--- config.mk ---
export PLATFORM = sky130hd
export DESIGN_NAME = cla_adder_32
export DESIGN_NICKNAME = d
export VERILOG_FILES = /design/src/rtl/cla_adder_32_pkg.sv /design/src/rtl/cla_adder_32_block4.sv /design/src/rtl/cla_adder_32.sv
export SDC_FILE = /design/constraint.sdc
export NUM_CORES = 1
export LEC_CHECK = 0
export BUFFER_PORTS_ARGS = -buffer_cell sky130_fd_sc_hd__buf_2
export CAP_MARGIN = 20
export CELL_PAD_IN_SITES_DETAIL_PLACEMENT = 1
export CELL_PAD_IN_SITES_GLOBAL_PLACEMENT = 2
export CORE_MARGIN = 8
export CORE_UTILIZATION = 29
export CTS_BUF_LIST = sky130_fd_sc_hd__clkbuf_16
export DETAILED_ROUTE_END_ITERATION = 8
export HOLD_SLACK_MARGIN = 0.12
export PLACE_DENSITY_LB_ADDON = 0.05
export SLEW_MARGIN = 20
export SYNTH_ARGS = -nofsm -noshare
export SYNTH_HDL_FRONTEND = slang
export SYNTH_SLANG_ARGS = --single-unit
--- constraint.sdc ---
create_clock -name clk -period 6.73 [get_ports clk]
set_clock_uncertainty 0.1 [all_clocks]
set_input_delay 1.0095 -clock clk [delete_from_list [all_inputs] [get_ports clk]]
set_output_delay 1.0095 -clock clk [all_outputs]
set_load 0.05 [all_outputs]
--- src/rtl/cla_adder_32_pkg.sv ---
// Shared constants and types for the 32-bit carry-look-ahead adder.
package cla_adder_32_pkg;
    localparam int ADDER_WIDTH     = 32;
    localparam int CLA_BLOCK_WIDTH = 4;
    localparam int CLA_NUM_BLOCKS  = 8;

    // Group generate/propagate pair produced by each 4-bit block.
    typedef struct packed {
        logic g;
        logic p;
    } cla_gp_t;
endpackage

--- src/rtl/cla_adder_32_block4.sv ---
// 4-bit look-ahead block: internal carries are flat sum-of-products of g, p and cin.
module cla_block4
    import cla_adder_32_pkg::*;
(
    input  logic [CLA_BLOCK_WIDTH-1:0] a,
    input  logic [CLA_BLOCK_WIDTH-1:0] b,
    input  logic                       cin,
    output logic [CLA_BLOCK_WIDTH-1:0] sum,
    output logic                       group_g,
    output logic                       group_p
);
    logic [CLA_BLOCK_WIDTH-1:0] g;
    logic [CLA_BLOCK_WIDTH-1:0] p;
    logic [CLA_BLOCK_WIDTH-1:0] c;

    assign g = a & b;
    assign p = a ^ b;

    assign c[0] = cin;
    assign c[1] = g[0] | (p[0] & cin);
    assign c[2] = g[1] | (p[1] & g[0]) | (p[1] & p[0] & cin);
    assign c[3] = g[2] | (p[2] & g[1]) | (p[2] & p[1] & g[0])
                | (p[2] & p[1] & p[0] & cin);

    assign sum     = p ^ c;
    assign group_g = g[3] | (p[3] & g[2]) | (p[3] & p[2] & g[1])
                   | (p[3] & p[2] & p[1] & g[0]);
    assign group_p = &p;
endmodule

--- src/rtl/cla_adder_32.sv ---
// 32-bit unsigned CLA adder: eight 4-bit blocks, a single-level group look-ahead
// unit across all blocks, and a registered {cout,sum}.
module cla_adder_32
    import cla_adder_32_pkg::*;
(
    input  logic                   clk,
    input  logic                   reset,
    output logic                   cout,
    output logic [ADDER_WIDTH-1:0] sum,
    input  logic [ADDER_WIDTH-1:0] a,
    input  logic [ADDER_WIDTH-1:0] b
);
    logic [CLA_NUM_BLOCKS-1:0][CLA_BLOCK_WIDTH-1:0] a_blk;
    logic [CLA_NUM_BLOCKS-1:0][CLA_BLOCK_WIDTH-1:0] b_blk;
    logic [CLA_NUM_BLOCKS-1:0][CLA_BLOCK_WIDTH-1:0] s_blk;
    cla_gp_t [CLA_NUM_BLOCKS-1:0]                   gp;
    logic [CLA_NUM_BLOCKS:0]                        c_blk;

    assign a_blk = a;
    assign b_blk = b;

    for (genvar i = 0; i < CLA_NUM_BLOCKS; i++) begin : g_blk
        cla_block4 u_blk (
            .a       (a_blk[i]),
            .b       (b_blk[i]),
            .cin     (c_blk[i]),
            .sum     (s_blk[i]),
            .group_g (gp[i].g),
            .group_p (gp[i].p)
        );
    end

    // Each block carry is an OR of GG terms masked by the GP run above them,
    // so every carry is two logic levels from the group terms (carry-in is 0).
    always_comb begin
        logic term;
        c_blk    = '0;
        term     = 1'b0;
        c_blk[0] = 1'b0;
        for (int j = 0; j < CLA_NUM_BLOCKS; j++) begin
            c_blk[j+1] = 1'b0;
            for (int i = 0; i <= j; i++) begin
                term = gp[i].g;
                for (int k = i + 1; k <= j; k++) begin
                    term = term & gp[k].p;
                end
                c_blk[j+1] = c_blk[j+1] | term;
            end
        end
    end

    always_ff @(posedge clk) begin
        if (reset) begin
            sum  <= '0;
            cout <= 1'b0;
        end else begin
            sum  <= s_blk;
            cout <= c_blk[CLA_NUM_BLOCKS];
        end
    end
endmodule

==> metrics.cfg <==
[min_path]
hold_path_end=sum[0]$_SDFF_PP0_
whs_path_depth=3
worstHoldStart=b[0]
min_path_type=primary input to flop

[route]
via_per_inst=4.68
drc=0
drtAntennaViolNets=0
wl_per_cell_microns=14.2
drt-initial-drc-count=35
drt_first_pass_iters=4
dr_total_vias=1999
wirelength_microns=6050

[setup_path]
startpoint_type=primary input
critical_path.max_fanout=5
worstSetupPathType=primary input to flop
critPathArrivalTime_ns=3.53
end_kind=flop
crit_start=a[2]
crit_required_ns=6.76

[timing]
finalSetupViolCount=0
setup_slack_ns=3.24
tns_ns=0
timing.fmax_ghz=0.286
tightest_slew_ns=0.697
rsz0062_at_grt=no
drv_slew=0
post-route-min-period_ns=3.49
slew_headroom=0.535
finalCritPeriodShare=0.519
hold_violations=0

[synth]
ys_seq_area_frac=0.301
synth_top_area_frac=0.301
synth-main-ff-cell=dfxtp_1
syn_area_sq_um=2190
synth_edf_count=0
synth_nets=332
async_flop_share=0
yosys.area.top_type=dfxtp_1
synth.distinct_cells=44
yosysMostFrequentCell=dfxtp_1
synth_warnings=0
syn_avg_cell_area_sq_um=9.70
synth-seq-cells=33
synthCells=226
yosys-top-cells-count=dfxtp_1, ha_1, nor2_1, a21oi_1, nor2b_1
synth.area.top_cells=dfxtp_1, ha_1, fa_1, nor2_1, xnor2_1

[power_and_ir_drop]
finalPower_mw=0.723
p_per_area_nw_per_um2=247
p_leak_nw=1.47
ir_worst_vdd_uv=88.5

[die]
fp.dieH_microns=103
io-pin-count=99
die_area_sq_um=10600
dieWidth_microns=103
num_rows=31
design.core.area_sq_um=7290
initial_core_util=0.301

[place]
dpl.cell_count=419
place.port_buffers=98
dp_hpwl_microns=5210
gp_congestion=0.714
post-place-ws_ns=2.93

[clock_network]
clkTransAtPathRegs_ns=0.05
cts.sinks=33
cts_hold_buf=0
cts_resized=0
cts_buffers=5
htreeDepth=2
cts-root-buf=clkbuf_16
cts_buffer_depth=2
post_cts_buffers=0
cts_tree=yes

[finish]
nFillCells=886
drive_gt1_frac=0.360
num_antenna_cells=0
stdcell_count=427
nNetsFinal=433
area_delta_synth_final_pct=33.7
postLayoutCoreUtil=0.402

[status]
status=finished, final reports clean

[run]
drv_cap=0

[global_route]
grt_pass1_vias=2174
grt_max_degree=38
grt_pass1_wl_microns=9960
grtUsageTotal=0.120
grt-ovfl-total=0
antenna_found_initial=0

==> how the worst max path moves through the flow <==
stage	end	slack, ns	cells past startpoint
floorplan	sum[29]$_SDFF_PP0_	3.33	11
global placement	sum[29]$_SDFF_PP0_	2.97	12
detailed placement	sum[29]$_SDFF_PP0_	2.93	12
CTS	sum[29]$_SDFF_PP0_	3.21	12
global route	sum[29]$_SDFF_PP0_	3.00	12
finish	sum[29]$_SDFF_PP0_	3.24	12
==> per-stage QoR <==
step                hold WS [ns]  cell area (sq um)
global placement            1.24               2790
CTS                         1.01               2930
floorplan                   1.13               2190
finish                      1.01               2930
detailed placement          1.29               2790
global route                1.06               2930
==> cells by family after synthesis <==
family                   count (synthesis)  synth area share
flip-flops                              33             0.301
buffers and inverters                    9            0.0154
XOR/XNOR                                14            0.0559
AO/OA/AOI/OAI                           52             0.181
adder cells (fa/ha/maj)                 40             0.256
AND/OR/NAND/NOR                         74             0.170
multiplexers                             4            0.0205
==> worst max-delay path, cell delays in order <==
cell and delay (ns):
buf_2 0.10, ha_1 0.34, a21oi_1 0.22, o32ai_1 0.17, nor3_2 0.32, a211o_1 0.30, nand2_2 0.10, a21o_1 0.20
a21o_1 0.19, fa_1 0.37, xnor2_1 0.15, nor2_1 0.05
==> sequential cells by signal (all words and copies together) (netlist names) <==
signal	cells
cout	1
sum	32
==> layout make-up <==
| cell class | instances | area [sq um] | area share |
|---|---|---|---|
| repair buffers | 98 | 490 | 0.167 |
| flip-flops and latches | 33 | 661 | 0.225 |
| well taps | 99 | 124 | 0.0423 |
| clock buffers | 5 | 125 | 0.0427 |
| inverters | 5 | 18.8 | 0.00640 |
| multi-input cells | 184 | 1500 | 0.511 |
| clock inverters | 3 | 13.8 | 0.00470 |
==> metal layers <==
layer,wire (microns),global-route usage,share of wire,up-vias
li1,-,-,-,1011
met2,2890,0.203,0.48,52
met1,2600,0.135,0.43,931
met3,494,0.0473,0.082,5
met5,0,0,0,-
met4,69,0.0367,0.011,0
==> layout by cell type, fill, tap and decap left out, types with 5 or more instances in the layout <==
cell / Yosys / final
buf_2: 0 / 98
dfxtp_1: 33 / 33
ha_1: 32 / 32
nor2_1: 25 / 25
a21oi_1: 14 / 14
nor2b_1: 13 / 13
xnor2_1: 10 / 10
nor3_1: 8 / 8
a21o_1: 8 / 8
fa_1: 8 / 8
nand2_1: 7 / 7
inv_1: 5 / 6
and3_1: 5 / 5
o21ai_0: 5 / 5
clkbuf_16: 0 / 5
==> where the power goes <==
group          switching [mW]  total, mW  internal, mW
Sequential            0.00509      0.227         0.221
Clock                  0.0824      0.217         0.134
Combinational           0.184      0.280        0.0952
No activity file was read; power rests on OpenSTA's default activity.
